===== src/rtl/alu_seq_pkg.sv =====
// alu_pkg: shared definitions for the sequential ALU.
//   - opcode values (0..6 unchanged from the old combinational ALU)
//   - FSM state encoding
//   - is_iter(): selects the opcodes that use the multi-cycle mul/div unit
package alu_pkg;

  localparam logic [31:0] OP_ADD   = 32'd0;
  localparam logic [31:0] OP_SUB   = 32'd1;
  localparam logic [31:0] OP_AND   = 32'd2;
  localparam logic [31:0] OP_OR    = 32'd3;
  localparam logic [31:0] OP_XOR   = 32'd4;
  localparam logic [31:0] OP_SLL   = 32'd5;
  localparam logic [31:0] OP_SRL   = 32'd6;
  localparam logic [31:0] OP_SRA   = 32'd7;
  localparam logic [31:0] OP_SLT   = 32'd8;
  localparam logic [31:0] OP_SLTU  = 32'd9;
  localparam logic [31:0] OP_MUL   = 32'd10;
  localparam logic [31:0] OP_MULHU = 32'd11;
  localparam logic [31:0] OP_DIVU  = 32'd12;
  localparam logic [31:0] OP_REMU  = 32'd13;

  typedef enum logic [1:0] {
    ST_IDLE = 2'd0,
    ST_BUSY = 2'd1,
    ST_DONE = 2'd2
  } state_t;

  function automatic logic is_iter(input logic [31:0] op);
    return (op >= OP_MUL) && (op <= OP_REMU);
  endfunction

endpackage


===== src/rtl/alu_seq_if.sv =====
// alu_seq_if: operand/result handshake bundle of the sequential ALU.
//   slave  : the ALU side (takes operands, drives result and flags)
//   master : the producer/consumer side
interface alu_seq_if #(
  parameter int WIDTH = 32,
  parameter int OPW   = 7
);
  logic             in_valid;
  logic             in_ready;
  logic [WIDTH-1:0] A;
  logic [WIDTH-1:0] B;
  logic [OPW-1:0]   opcode;
  logic             out_valid;
  logic             out_ready;
  logic [WIDTH-1:0] result;
  logic             SF;
  logic             ZF;
  logic             CF;
  logic             OF;
  logic             err;

  modport slave (
    input  in_valid, A, B, opcode, out_ready,
    output in_ready, out_valid, result, SF, ZF, CF, OF, err
  );

  modport master (
    output in_valid, A, B, opcode, out_ready,
    input  in_ready, out_valid, result, SF, ZF, CF, OF, err
  );
endinterface


===== src/rtl/alu_muldiv_iter.sv =====
// alu_muldiv_iter: one-bit-per-cycle multiply / divide unit.
//   start : load operands and begin (counter = WIDTH)
//   op    : 0 MUL, 1 MULHU, 2 DIVU, 3 REMU
//   A, B  : operands, sampled on start
//   done  : all WIDTH steps finished, res is valid this cycle
//   res   : selected half of the accumulator
// The 2*WIDTH accumulator holds {partial product, multiplier} for multiply
// and {remainder, quotient} for restoring division.
module alu_muldiv_iter #(
  parameter int WIDTH = 32
) (
  input  logic             clk,
  input  logic             rst_n,
  input  logic             start,
  input  logic [1:0]       op,
  input  logic [WIDTH-1:0] A,
  input  logic [WIDTH-1:0] B,
  output logic             done,
  output logic [WIDTH-1:0] res
);
  localparam int CW = $clog2(WIDTH + 1);

  logic [WIDTH-1:0]   b_q, b_d;
  logic [2*WIDTH-1:0] acc_q, acc_d;
  logic [CW-1:0]      cnt_q, cnt_d;
  logic [1:0]         op_q, op_d;
  logic               run_q, run_d;

  logic [WIDTH:0]     add_sum;
  logic [WIDTH:0]     rem_win;
  logic [WIDTH-1:0]   rem_diff;
  logic               rem_ge;

  always_comb begin
    b_d   = b_q;
    acc_d = acc_q;
    cnt_d = cnt_q;
    op_d  = op_q;
    run_d = run_q;

    add_sum  = {1'b0, acc_q[2*WIDTH-1:WIDTH]} + {1'b0, b_q};
    // Partial remainder after the left shift can need WIDTH+1 bits.
    rem_win  = acc_q[2*WIDTH-1:WIDTH-1];
    rem_ge   = rem_win >= {1'b0, b_q};
    // When rem_ge holds the difference is < b_q, so WIDTH bits suffice.
    rem_diff = rem_win[WIDTH-1:0] - b_q;

    if (start) begin
      b_d   = B;
      acc_d = {{WIDTH{1'b0}}, A};
      cnt_d = CW'(WIDTH);
      op_d  = op;
      run_d = 1'b1;
    end else if (run_q) begin
      if (cnt_q != '0) begin
        cnt_d = cnt_q - 1'b1;
        if (!op_q[1]) begin
          acc_d = acc_q[0] ? {add_sum, acc_q[WIDTH-1:1]}
                           : {1'b0, acc_q[2*WIDTH-1:1]};
        end else begin
          // Divisor 0 always "fits": quotient all ones, remainder ends as A.
          acc_d = rem_ge ? {rem_diff, acc_q[WIDTH-2:0], 1'b1}
                         : {acc_q[2*WIDTH-2:0], 1'b0};
        end
      end else begin
        run_d = 1'b0;
      end
    end
  end

  always_ff @(posedge clk or negedge rst_n) begin
    if (!rst_n) begin
      b_q   <= '0;
      acc_q <= '0;
      cnt_q <= '0;
      op_q  <= '0;
      run_q <= 1'b0;
    end else begin
      b_q   <= b_d;
      acc_q <= acc_d;
      cnt_q <= cnt_d;
      op_q  <= op_d;
      run_q <= run_d;
    end
  end

  assign done = run_q && (cnt_q == '0);
  // MUL/DIVU take the low half, MULHU/REMU the high half.
  assign res  = op_q[0] ? acc_q[2*WIDTH-1:WIDTH] : acc_q[WIDTH-1:0];

endmodule


===== src/rtl/alu_seq.sv =====
// alu_seq: registered, handshaked ALU.
//   clk, rst_n : clock, asynchronous active-low reset
//   bus        : alu_seq_if.slave (in_valid/in_ready/A/B/opcode in,
//                out_valid/out_ready/result/SF/ZF/CF/OF/err out)
// Single-cycle ops are computed combinationally and registered on accept;
// MUL/MULHU/DIVU/REMU run in alu_muldiv_iter while the FSM sits in BUSY.
module alu_seq
  import alu_pkg::*;
#(
  parameter int WIDTH = 32,
  parameter int OPW   = 7
) (
  input logic     clk,
  input logic     rst_n,
  alu_seq_if.slave bus
);
  localparam int SHW = $clog2(WIDTH);

  state_t           state_q, state_d;
  logic [WIDTH-1:0] result_q, result_d;
  logic             sf_q, sf_d, zf_q, zf_d, cf_q, cf_d, of_q, of_d, err_q, err_d;

  logic [31:0]      op32;
  logic [WIDTH:0]   sum_w, diff_w;
  logic [SHW-1:0]   shamt;
  logic [WIDTH-1:0] sc_res;
  logic             sc_cf, sc_of, sc_err;
  logic             in_ready, accept;
  logic             md_start, md_done;
  logic [1:0]       md_op;
  logic [WIDTH-1:0] md_res;

  assign op32   = 32'(bus.opcode);
  assign shamt  = bus.B[SHW-1:0];
  // 10,11,12,13 -> 0,1,2,3
  assign md_op  = op32[1:0] ^ 2'b10;

  always_comb begin
    sum_w  = {1'b0, bus.A} + {1'b0, bus.B};
    diff_w = {1'b0, bus.A} - {1'b0, bus.B};
    sc_res = '0;
    sc_cf  = 1'b0;
    sc_of  = 1'b0;
    sc_err = 1'b0;
    case (op32)
      OP_ADD: begin
        sc_res = sum_w[WIDTH-1:0];
        sc_cf  = sum_w[WIDTH];
        sc_of  = (bus.A[WIDTH-1] == bus.B[WIDTH-1]) && (sum_w[WIDTH-1] != bus.A[WIDTH-1]);
      end
      OP_SUB: begin
        sc_res = diff_w[WIDTH-1:0];
        sc_cf  = diff_w[WIDTH];
        sc_of  = (bus.A[WIDTH-1] != bus.B[WIDTH-1]) && (diff_w[WIDTH-1] != bus.A[WIDTH-1]);
      end
      OP_AND:  sc_res = bus.A & bus.B;
      OP_OR:   sc_res = bus.A | bus.B;
      OP_XOR:  sc_res = bus.A ^ bus.B;
      OP_SLL:  sc_res = bus.A << shamt;
      OP_SRL:  sc_res = bus.A >> shamt;
      OP_SRA:  sc_res = $signed(bus.A) >>> shamt;
      OP_SLT:  sc_res = WIDTH'($signed(bus.A) < $signed(bus.B));
      OP_SLTU: sc_res = WIDTH'(bus.A < bus.B);
      OP_MUL, OP_MULHU, OP_DIVU, OP_REMU: ;
      default: sc_err = 1'b1;
    endcase
  end

  assign in_ready = (state_q == ST_IDLE) || ((state_q == ST_DONE) && bus.out_ready);
  assign accept   = bus.in_valid && in_ready;

  always_comb begin
    state_d  = state_q;
    result_d = result_q;
    sf_d     = sf_q;
    zf_d     = zf_q;
    cf_d     = cf_q;
    of_d     = of_q;
    err_d    = err_q;
    md_start = 1'b0;
    unique case (state_q)
      ST_IDLE, ST_DONE: begin
        if (accept) begin
          if (is_iter(op32)) begin
            state_d  = ST_BUSY;
            md_start = 1'b1;
          end else begin
            state_d  = ST_DONE;
            result_d = sc_res;
            sf_d     = sc_res[WIDTH-1];
            zf_d     = (sc_res == '0);
            cf_d     = sc_cf;
            of_d     = sc_of;
            err_d    = sc_err;
          end
        end else if ((state_q == ST_DONE) && bus.out_ready) begin
          state_d = ST_IDLE;
        end
      end
      ST_BUSY: begin
        if (md_done) begin
          state_d  = ST_DONE;
          result_d = md_res;
          sf_d     = md_res[WIDTH-1];
          zf_d     = (md_res == '0);
          cf_d     = 1'b0;
          of_d     = 1'b0;
          err_d    = 1'b0;
        end
      end
      default: state_d = ST_IDLE;
    endcase
  end

  always_ff @(posedge clk or negedge rst_n) begin
    if (!rst_n) begin
      state_q  <= ST_IDLE;
      result_q <= '0;
      sf_q     <= 1'b0;
      zf_q     <= 1'b0;
      cf_q     <= 1'b0;
      of_q     <= 1'b0;
      err_q    <= 1'b0;
    end else begin
      state_q  <= state_d;
      result_q <= result_d;
      sf_q     <= sf_d;
      zf_q     <= zf_d;
      cf_q     <= cf_d;
      of_q     <= of_d;
      err_q    <= err_d;
    end
  end

  alu_muldiv_iter #(.WIDTH(WIDTH)) u_muldiv (
    .clk   (clk),
    .rst_n (rst_n),
    .start (md_start),
    .op    (md_op),
    .A     (bus.A),
    .B     (bus.B),
    .done  (md_done),
    .res   (md_res)
  );

  assign bus.in_ready  = in_ready;
  assign bus.out_valid = (state_q == ST_DONE);
  assign bus.result    = result_q;
  assign bus.SF        = sf_q;
  assign bus.ZF        = zf_q;
  assign bus.CF        = cf_q;
  assign bus.OF        = of_q;
  assign bus.err       = err_q;

endmodule


===== src/flat_wrapper.sv =====
// flat-port wrapper written by rule: the top's interface ports become plain ports
module alu_seq_flat import alu_pkg::*;
#(
  parameter int WIDTH = 32,
  parameter int OPW   = 7
)
  (clk, rst_n, bus_in_valid, bus_A, bus_B, bus_opcode, bus_out_ready, bus_in_ready, bus_out_valid, bus_result, bus_SF, bus_ZF, bus_CF, bus_OF, bus_err);
  alu_seq_if #(.WIDTH(WIDTH), .OPW(OPW)) bus_i ();
  input logic clk;
  input logic rst_n;
  input wire logic [$bits(bus_i.in_valid)-1:0] bus_in_valid;
  input wire logic [$bits(bus_i.A)-1:0] bus_A;
  input wire logic [$bits(bus_i.B)-1:0] bus_B;
  input wire logic [$bits(bus_i.opcode)-1:0] bus_opcode;
  input wire logic [$bits(bus_i.out_ready)-1:0] bus_out_ready;
  output wire logic [$bits(bus_i.in_ready)-1:0] bus_in_ready;
  output wire logic [$bits(bus_i.out_valid)-1:0] bus_out_valid;
  output wire logic [$bits(bus_i.result)-1:0] bus_result;
  output wire logic [$bits(bus_i.SF)-1:0] bus_SF;
  output wire logic [$bits(bus_i.ZF)-1:0] bus_ZF;
  output wire logic [$bits(bus_i.CF)-1:0] bus_CF;
  output wire logic [$bits(bus_i.OF)-1:0] bus_OF;
  output wire logic [$bits(bus_i.err)-1:0] bus_err;
  assign bus_i.in_valid = bus_in_valid;
  assign bus_i.A = bus_A;
  assign bus_i.B = bus_B;
  assign bus_i.opcode = bus_opcode;
  assign bus_i.out_ready = bus_out_ready;
  assign bus_in_ready = bus_i.in_ready;
  assign bus_out_valid = bus_i.out_valid;
  assign bus_result = bus_i.result;
  assign bus_SF = bus_i.SF;
  assign bus_ZF = bus_i.ZF;
  assign bus_CF = bus_i.CF;
  assign bus_OF = bus_i.OF;
  assign bus_err = bus_i.err;
  alu_seq #(.WIDTH(WIDTH), .OPW(OPW)) u_core (.clk(clk), .rst_n(rst_n), .bus(bus_i));
endmodule

===== config.mk =====
export PLATFORM = sky130hd
export DESIGN_NAME = alu_seq_flat
export DESIGN_NICKNAME = d
export VERILOG_FILES = /design/src/rtl/alu_seq_pkg.sv /design/src/rtl/alu_seq_if.sv /design/src/rtl/alu_muldiv_iter.sv /design/src/rtl/alu_seq.sv /design/src/flat_wrapper.sv
export SDC_FILE = /design/constraint.sdc
export NUM_CORES = 1
export LEC_CHECK = 0
export ABC_AREA = 1
export CORE_MARGIN = 8
export CORE_UTILIZATION = 57
export DETAILED_ROUTE_END_ITERATION = 7
export PLACE_DENSITY = 0.79
export SLEW_MARGIN = 20
export SYNTH_ARGS = -nofsm -noshare
export SYNTH_HDL_FRONTEND = slang
export SYNTH_SLANG_ARGS = --single-unit

===== constraint.sdc =====
create_clock -name clk -period 2.6 [get_ports clk]
set_clock_uncertainty 0.05 [all_clocks]
set_input_delay 0.52 -clock clk [delete_from_list [all_inputs] [get_ports clk]]
set_output_delay 0.52 -clock clk [all_outputs]
set_load 0.005 [all_outputs]

==> summary.md, run 1 <==
- number of storage elements in the synthesis netlist: 143
- vertical die dimension: 211 microns
- number of port buffers: 113
- Mapped Cells: 3834
- number of top-level pins: 114
- dpl ws: -1.22 ns
- post-synthesis instance area: 21700 sq um
- maximum level of the CTS H-tree: 4
- Halt Reason: [ERROR GRT-0232] Routing congestion too high. Check the congestion heatmap in the GUI.
- number of cells in the design after placement: 4998
- routability-driven placement congestion ratio: 1.26
- Initial Utilization: 0.576
- Yosys warning total: 0
- horizontal die dimension: 211 microns
- number of CTS-inserted buffers: 17
- overall global routing resource usage: 0.828
- sequential element share of the synthesized area: 0.165
- grt repair worst endpoint: u_core.u_muldiv.acc_q[47]$_DFFE_PN0P_/D
- result of the run: aborted with a tool error
- Stopped at: global routing (5_1_grt)
- top flip-flop cell by instance count after synthesis: sky130_fd_sc_hd__dfrtp_1
- TritonCTS Sinks: 143
- buffer levels on the longest clock path: 2
- Cell Rows: 71
- average size of a mapped cell: 5.65 sq um
- Post-DP Area: 28400 sq um
- Worst endpoint type: register data pin
- number of nets produced by synthesis: 4084
- count of flip-flops with a built-in enable after synthesis: 0
- async set-reset flop share out of synthesis: 1.00
- maximum number of pins on one net before global-route repair: 91
- post-synth cell types: 56
- placed wire-length estimate: 91200 microns
- total global routing overflow: 840
- buffer cell driving the clock tree root: sky130_fd_sc_hd__clkbuf_16
-- metrics by stage --
stage                      util  hold WS (ns)
after CTS                 0.824         0.446
after detailed placement  0.755         0.427
after floorplan               -         0.174
after global placement    0.755         0.418
-- repair_timing --
action / 4_1_cts
setup endpoints to repair: 67
resized for setup: 517
hold buffers: 1
pin swaps: 138
setup buffers: 63
hold endpoints to repair: 4
gates cloned: 1
-- cell families after synthesis --
family / synth area share
simple gates: 0.424
buf+inv: 0.126
compound gates: 0.166
fa+ha+maj: 0.102
flops: 0.165
xor+xnor: 0.0154
mux: 0.00139
-- synthesized netlist by cell type (3+ instances only) --
library cell / n / area (sq um)
sky130_fd_sc_hd__nand4_1: 52 / 325
sky130_fd_sc_hd__o211ai_1: 38 / 285
sky130_fd_sc_hd__or2_2: 13 / 81.3
sky130_fd_sc_hd__inv_2: 18 / 67.6
sky130_fd_sc_hd__xnor2_1: 12 / 105
sky130_fd_sc_hd__nor4_1: 9 / 56.3
sky130_fd_sc_hd__nand2_2: 10 / 62.6
sky130_fd_sc_hd__nand3_1: 489 / 2450
sky130_fd_sc_hd__buf_1: 13 / 48.8
sky130_fd_sc_hd__a31oi_1: 9 / 56.3
sky130_fd_sc_hd__o21ai_1: 27 / 135
sky130_fd_sc_hd__a21boi_0: 3 / 22.5
sky130_fd_sc_hd__a221oi_1: 4 / 35.0
sky130_fd_sc_hd__o21a_1: 8 / 60.1
sky130_fd_sc_hd__dfrtp_1: 143 / 3580
sky130_fd_sc_hd__buf_6: 12 / 135
sky130_fd_sc_hd__o21bai_1: 14 / 105
sky130_fd_sc_hd__inv_1: 479 / 1800
sky130_fd_sc_hd__mux2i_1: 3 / 30.0
sky130_fd_sc_hd__nor2_2: 6 / 37.5
sky130_fd_sc_hd__clkinv_1: 4 / 15.0
sky130_fd_sc_hd__o221ai_1: 30 / 263
sky130_fd_sc_hd__nor3_1: 33 / 165
sky130_fd_sc_hd__a21o_1: 11 / 82.6
sky130_fd_sc_hd__nand2_1: 1223 / 4590
sky130_fd_sc_hd__buf_2: 62 / 310
sky130_fd_sc_hd__o31ai_1: 3 / 22.5
sky130_fd_sc_hd__nand3b_1: 6 / 45.0
sky130_fd_sc_hd__and2_1: 14 / 87.6
sky130_fd_sc_hd__o22ai_1: 13 / 81.3
sky130_fd_sc_hd__nor2_1: 313 / 1170
sky130_fd_sc_hd__a21oi_1: 251 / 1260
sky130_fd_sc_hd__buf_4: 12 / 90.1
sky130_fd_sc_hd__a22o_1: 9 / 78.8
sky130_fd_sc_hd__fa_1: 4 / 80.1
sky130_fd_sc_hd__clkbuf_1: 68 / 255
sky130_fd_sc_hd__ha_1: 171 / 2140
sky130_fd_sc_hd__o21ai_0: 194 / 971
sky130_fd_sc_hd__xor2_1: 26 / 228
-- routing by layer --
metal / GRT usage / overflow
met5: 0.399 / 1
met4: 0.878 / 272
met3: 0.726 / 31
met2: 0.969 / 516
met1: 0.792 / 20
==> inputs of run 2 (changes only) <==
CORE_UTILIZATION = 40   (was 57)
PLACE_DENSITY = default   (was 0.79)
PLACE_DENSITY_LB_ADDON = 0.15   (was default)
clock period = 3.38 ns   (was 2.6 ns; I/O delays follow)
==> summary.md, run 2 <==
- result of the run: completed
- combinational power share: 0.680
- initial antenna violation count: 6
- CP startpoint kind: input pin
- remaining antenna violation count after routing: 0
- post-synthesis instance area: 21700 sq um, unchanged
- WL final: 117000 microns
- buffer levels on the longest clock path: 2, unchanged
- synthesized-area fraction occupied by and/or/nand/nor cells: 0.424, unchanged
- Iteration-0 DRC Markers: 2723
- switching power share of the total: 0.520
- largest register by flop count: u_core.u_muldiv.acc_q
- number of nets produced by synthesis: 4084, unchanged
- count of flip-flops with a built-in enable after synthesis: 0, unchanged
- async set-reset flop share out of synthesis: 1.00, unchanged
- most common cell after layout, fill and taps aside: sky130_fd_sc_hd__nand2_1
- cell with the most instances after synthesis: sky130_fd_sc_hd__nand2_1
- total global routing overflow: 0
- Yosys warning total: 0, unchanged
- hold buffer count at CTS: 0, -1
- routability-driven placement congestion ratio: 1.03, -18%
- post-synth cell types: 56, unchanged
- combinational family with the most area after synthesis: simple AND/OR/NAND/NOR gates
- maximum level of the CTS H-tree: 4, unchanged
- average size of a mapped cell: 5.65 sq um, unchanged
- class of the tightest hold or removal check: input pin to asynchronous set/reset pin
- final-layout fill cell count: 5774
- number of global-route vias before repair: 27.3k
- area leader, netlist: sky130_fd_sc_hd__nand2_1
- fraction of final layout cells with drive strength greater than 1: 0.187
- multiplexer share of the synthesized area: 0.00139, unchanged
- CTS clock-pin slew for the worst setup and hold paths: 0.07 ns
- TritonCTS Sinks: 143, unchanged
- Hold Worst Slack: 0.129 ns
- CP Data Required Time: 3.70 ns
- kind of end point of the critical path: flip-flop
- Synth top area share: 0.212, unchanged
- Clock power frac: 0.136
- CTS tree: done
- final cycle utilization of the critical path: 0.986
- Reg-to-Reg End: u_core.u_muldiv.acc_q[62]
- Setup TNS: 0 ns
- arrival time of the worst setup path: 3.65 ns
- origin of the worst setup path: bus_A[16]
- post-detailed-route wirelength per cell: 22.7 microns
- final hold viol count: 0
- first-pass iteration count of the detailed router: 6
- overall global routing resource usage: 0.364
- Worst Tran Pin Value: 1.06 ns
- vertical die dimension: 249 microns, +18%
- Post-DP Area: 27800 sq um, -1.9%
- total power per unit cell area: 509 nW/um^2
- worst reg2reg path startpoint: u_core.u_muldiv.acc_q[31]
- horizontal die dimension: 249 microns, +18%
- placed wire-length estimate: 98600 microns, +8.0%
- global-route wire length before repair: 172000 microns
- number of CTS-inserted buffers: 17, unchanged
- Mapped Cells: 3834, unchanged
- Worst Reg2Reg Path Length in Cells: 17
- Reg power frac: 0.184
- clock latency of the later-clocked register in the worst-skew pair: 0.45 ns
- number of storage elements in the synthesis netlist: 143, unchanged
- static leakage power: 15.5 nW
- detailed-route DRC error count: 0
- slack of the worst reg-to-reg path: 0.29 ns
- Initial Utilization: 0.403, -0.173
- critical path peak fanout: 6
- RSZ-0062 raised after global routing: yes
- start-to-end type of the worst setup path: input pin to flip-flop
- die area: 61900 sq um
- CORE AREA: 53700 sq um
- commonest cells after routing, fill and taps aside: sky130_fd_sc_hd__nand2_1 (1201), sky130_fd_sc_hd__buf_4 (602), sky130_fd_sc_hd__nand3_1 (485)
- maximum number of pins on one net before global-route repair: 70
- detailed-route via count: 28.5k
- highest clock rate: 300 MHz
- total setup violations reported at the end of the flow: 0
- synthesis-to-layout area growth: 33.9%
- net total in the final layout: 4677
- average via count per standard cell: 5.55
- number of port buffers: 113, unchanged
- top flip-flop cell by instance count after synthesis: sky130_fd_sc_hd__dfrtp_1
- Post-Synth XOR/XNOR Area: 0.0154, unchanged
- post-synthesis compound-gate area fraction: 0.166, unchanged
- worst-case setup margin in the final layout: 0.0471 ns
- Maximum Capacitance Violations: 0
- Worst VDD drop: 0.000403 V
- buffer cell driving the clock tree root: sky130_fd_sc_hd__clkbuf_16
- area share of fa/ha/maj cells after synthesis: 0.102, unchanged
- final period demand of the worst path: 3.33 ns
- dpl ws: -0.732 ns, +0.484 ns
- leading cell types by total area after synthesis: sky130_fd_sc_hd__nand2_1 (21%), sky130_fd_sc_hd__dfrtp_1 (17%), sky130_fd_sc_hd__nand3_1 (11%), sky130_fd_sc_hd__ha_1 (9.9%), sky130_fd_sc_hd__inv_1 (8.3%)
- Final Slew Violations: 0
- number of top-level pins: 114, unchanged
- Commonest cells post-synth: sky130_fd_sc_hd__nand2_1 (1223), sky130_fd_sc_hd__nand3_1 (489), sky130_fd_sc_hd__inv_1 (479)
- design area: 29000 sq um
- Cell Rows: 85, +20%
- sequential element share of the synthesized area: 0.165, unchanged
- internal power: 7.09 mW
- total chip power: 14.8 mW
- Max-Slew Margin vs Limit: 0.285
- max FFs per register: 64
- total net switching power: 7.67 mW
-- run 2: cell counts after synthesis --
Identical to the previous run, type by type.
-- run 2: worst max-delay path, cell delays in order --
cell                              delay (ns)
sky130_fd_sc_hd__clkdlybuf4s50_1        0.54
sky130_fd_sc_hd__inv_1                  0.15
sky130_fd_sc_hd__ha_4                   0.35
sky130_fd_sc_hd__buf_4                  0.17
sky130_fd_sc_hd__inv_1                  0.06
sky130_fd_sc_hd__nand2_1                0.06
sky130_fd_sc_hd__nand2_1                0.08
sky130_fd_sc_hd__nand2_1                0.06
sky130_fd_sc_hd__nand2_1                0.08
sky130_fd_sc_hd__inv_1                  0.06
sky130_fd_sc_hd__nand2_1                0.07
sky130_fd_sc_hd__buf_4                  0.14
sky130_fd_sc_hd__a21oi_1                0.16
sky130_fd_sc_hd__nand3_1                0.09
sky130_fd_sc_hd__nand3_1                0.09
sky130_fd_sc_hd__nand2_1                0.06
sky130_fd_sc_hd__nor2_1                 0.14
sky130_fd_sc_hd__nand2_1                0.08
sky130_fd_sc_hd__nor2_1                 0.10
sky130_fd_sc_hd__nand2_1                0.07
sky130_fd_sc_hd__nor2_1                 0.13
sky130_fd_sc_hd__nand3_1                0.08
sky130_fd_sc_hd__a21oi_1                0.15
-- run 2: per-stage QoR --
step                      utilization  std cells
after CTS                       0.532       5131
after global placement          0.518       5099
after floorplan                     -       3834
after detailed placement        0.518       5099
after global routing            0.540       5136
final                           0.540       5138
-- run 2: cell type report --
class / count / area, sq um / area share
multi-input combinational: 3023 / 15900 / 0.548
timing repair buffer: 741 / 6170 / 0.213
sequential: 143 / 3580 / 0.123
inverter: 501 / 1880 / 0.0648
tap: 696 / 871 / 0.0300
clock buffer: 18 / 439 / 0.0151
clock inverter: 14 / 169 / 0.00582
antenna: 2 / 5.00 / 0.000173
-- run 2: power by group through the flow --
stage          clock [mW]  sequential [mW]  combinational (mW)
6_report             2.01             2.71                10.0
5_1_grt              2.08             2.77                11.0
4_1_cts              2.03             2.70                9.81
3_5_place_dp            0             2.72                9.73
3_3_place_gp            0             2.73                9.72
2_1_floorplan           0             2.59                5.93
-- run 2: worst max path at each step --
stage                          to  slack, ns
floorplan           u_core.bus.ZF       0.09
global placement    u_core.bus.ZF      -0.71
detailed placement  u_core.bus.ZF      -0.73
CTS                 u_core.bus.ZF     0.0009
global route        u_core.bus.ZF      -0.10
finish              u_core.bus.ZF       0.05
-- run 2: cell families (layout without fill, tap and decap cells) --
kind of cell             Yosys count  in the layout
AO/OA/AOI/OAI                    627            627
XOR/XNOR                          38             38
adder cells (fa/ha/maj)          175            175
buffers and inverters            668           1274
flip-flops                       143            143
multiplexers                       3              3
other                              0              2
AND/OR/NAND/NOR                 2180           2180
-- run 2: metal layers --
metal,share of wire,up-vias,track usage
li1,-,13700,-
met1,0.40,13100,0.448
met2,0.45,1375,0.602
met3,0.073,330,0.0433
met4,0.076,2,0.227
met5,0.00013,-,0
-- run 2: repair_timing --
action | 4_1_cts | 5_1_grt
endpoints found under the setup margin | 10 | 21
pin swaps | 1 | 5
buffers inserted | 0 | 5
gates resized for setup | 42 | 97
Note: power is estimated with default switching activity, not from simulation.
==> inputs of run 3 (changes only) <==
clock period = 3.1 ns   (was 3.38 ns; I/O delays follow)
==> summary.md, run 3 (same netlist as run 2, synthesis figures left out) <==
- total global routing overflow: 0, unchanged
- CTS tree: done
- critical path peak fanout: 7, +1
- slack of the worst reg-to-reg path: 0.15 ns, -0.14 ns
- highest clock rate: 332 MHz
- TritonCTS Sinks: 143, unchanged
- number of global-route vias before repair: 28.0k, +2.7%
- Hold Worst Slack: 0.0820 ns, -0.0473 ns
- fraction of final layout cells with drive strength greater than 1: 0.240, +0.0533
- post-detailed-route wirelength per cell: 22.4 microns, -1.4%
- total setup violations reported at the end of the flow: 0, unchanged
- Reg-to-Reg End: u_core.u_muldiv.acc_q[56]
- remaining antenna violation count after routing: 0, unchanged
- average via count per standard cell: 5.52, -0.60%
- die area: 61900 sq um, unchanged
- final-layout fill cell count: 5656, -2.0%
- combined flip-flop and latch cell area: 3580 sq um, about the same
- total power per unit cell area: 542 nW/um^2, +6.5%
- number of cells in the design after placement: 5155, +1.1%
- worst-case setup margin in the final layout: 0.0851 ns, +0.0379 ns
- commonest cells after routing, fill and taps aside: sky130_fd_sc_hd__nand2_1 (1156), sky130_fd_sc_hd__buf_4 (668), sky130_fd_sc_hd__nand3_1 (470)
- placed wire-length estimate: 98200 microns, -0.38%
- RSZ-0062 raised after global routing: yes
- horizontal die dimension: 249 microns, unchanged
- CTS clock-pin slew for the worst setup and hold paths: 0.07 ns, about the same
- Maximum Capacitance Violations: 0, unchanged
- Worst Reg2Reg Path Length in Cells: 18, +1
- maximum level of the CTS H-tree: 4, unchanged
- clock latency of the later-clocked register in the worst-skew pair: 0.45 ns, about the same
- Worst VDD drop: 0.000369 V, -8.6%
- initial antenna violation count: 9, +3
- Worst Tran Pin Value: 0.994 ns, -0.0668 ns
- kind of end point of the critical path: flip-flop
- CP Data Required Time: 3.37 ns, -0.33 ns
- CP startpoint kind: input pin
- maximum number of pins on one net before global-route repair: 91, +30%
- Post-DP Area: 28300 sq um, +1.8%
- most common cell after layout, fill and taps aside: sky130_fd_sc_hd__nand2_1
- final hold viol count: 0, unchanged
- Cell Rows: 85, unchanged
- dpl ws: -0.973 ns, -0.241 ns
- worst reg2reg path startpoint: u_core.u_muldiv.acc_q[31]
- max FFs per register: 64, unchanged
- synthesis-to-layout area growth: 40.0%
- cell-by-cell trace of the critical path: clkdlybuf4s15_1, inv_1, ha_4, nand2_1, nor2_2, inv_1, buf_4, buf_4, nor3_1, nand2_1, nand3_1, nand2_1, nand3_1, nand2_1, nor2_2, buf_4, buf_4, nor2_1, a21oi_2, o21ai_0
- number of top-level pins: 114, unchanged
- vertical die dimension: 249 microns, unchanged
- Iteration-0 DRC Markers: 2850, +4.7%
- detailed-route DRC error count: 0, unchanged
- largest register by flop count: u_core.u_muldiv.acc_q
- final period demand of the worst path: 3.01 ns
- result of the run: completed
- detailed-route via count: 28.8k, +1.0%
- static leakage power: 16.2 nW, +4.3%
- overall global routing resource usage: 0.365, +0.00154
- routability-driven placement congestion ratio: 1.09, +5.3%
- buffer cell driving the clock tree root: sky130_fd_sc_hd__clkbuf_16
- CORE AREA: 53700 sq um, unchanged
- area of combinational cells with multiple inputs: 16500 sq um, +3.9%
- class of the tightest hold or removal check: input pin to asynchronous set/reset pin
- arrival time of the worst setup path: 3.29 ns, -0.36 ns
- Finished Layout Cells: 5223, +1.7%
- start-to-end type of the worst setup path: input pin to flip-flop
- number of CTS-inserted buffers: 17, unchanged
- first-pass iteration count of the detailed router: 6, unchanged
- Initial Utilization: 0.403, unchanged
- net total in the final layout: 4762, +1.8%
- global-route wire length before repair: 173000 microns, +0.76%
- WL final: 117000 microns, +0.20%
- Max-Slew Margin vs Limit: 0.330, +0.0450
- Final Slew Violations: 0, unchanged
- number of port buffers: 113, unchanged
- final cycle utilization of the critical path: 0.973
- buffer levels on the longest clock path: 2, unchanged
- delay of the slowest cell on the worst path: 0.34 ns, -0.20 ns
- cell type of the slowest stage on the worst timing path: sky130_fd_sc_hd__ha_4
- design area: 30300 sq um, +4.6%
run 3: power by group:
part | switching (mW) | internal (mW) | leakage, nW
combinational | 7.09 | 4.45 | 14.1
clock | 0.938 | 1.07 | 0.265
sequential | 0.492 | 2.41 | 1.87
run 3: area by class of cell:
cell class,count,area share
timing repair buffer,826,0.228
antenna,2,0.000165
multi-input combinational,3023,0.544
clock inverter,14,0.00392
tap,696,0.0287
inverter,501,0.0620
clock buffer,18,0.0145
sequential,143,0.118
run 3: worst max-delay path by stage:
stage | from | endpoint | slack [ns] | cells after the start
3_5_place_dp | bus_A[17] | u_core.bus.ZF | -0.97 | 21
4_1_cts | bus_B[25] | u_core.bus.ZF | 0.0002 | 18
2_1_floorplan | bus_B[4] | u_core.bus.ZF | 0.001 | 23
6_report | bus_A[11] | u_core.bus.result[23] | 0.09 | 20
5_1_grt | bus_A[27] | u_core.bus.ZF | -0.06 | 19
3_3_place_gp | bus_A[17] | u_core.bus.result[18] | -1.0 | 20
run 3: per-stage QoR:
| step | setup TNS, ns | power, mW | utilization |
|---|---|---|---|
| 2_1_floorplan | 0 | 9.28 | - |
| 3_3_place_gp | -21.55 | 13.9 | 0.527 |
| 3_5_place_dp | -21.92 | 13.9 | 0.527 |
| 4_1_cts | 0 | 16.1 | 0.552 |
| 5_1_grt | -0.0817 | 17.6 | 0.565 |
| 6_report | 0 | 16.4 | 0.565 |
run 3: worst max-delay path: cells and delay by family:
family,cells,cell delay (ns)
AO/OA/AOI/OAI,2,0.30
adder cells (fa/ha/maj),1,0.34
AND/OR/NAND/NOR,10,1.00
buffers and inverters,7,1.01
run 3: repair_timing:
item / in CTS / in global routing
hold buffers: 0 / 0
endpoints found under the setup margin: 29 / 36
gates resized for setup: 198 / 221
pin swaps: 29 / 64
setup buffers: 20 / 14
hold endpoints to repair: 0 / 0
run 3: metal layers:
metal / track usage / part of all wire / vias up
li1: - / - / 13900
met1: 0.440 / 0.40 / 13300
met2: 0.600 / 0.45 / 1323
met3: 0.0565 / 0.072 / 358
met4: 0.241 / 0.080 / 2
met5: 0 / 0.00015 / -
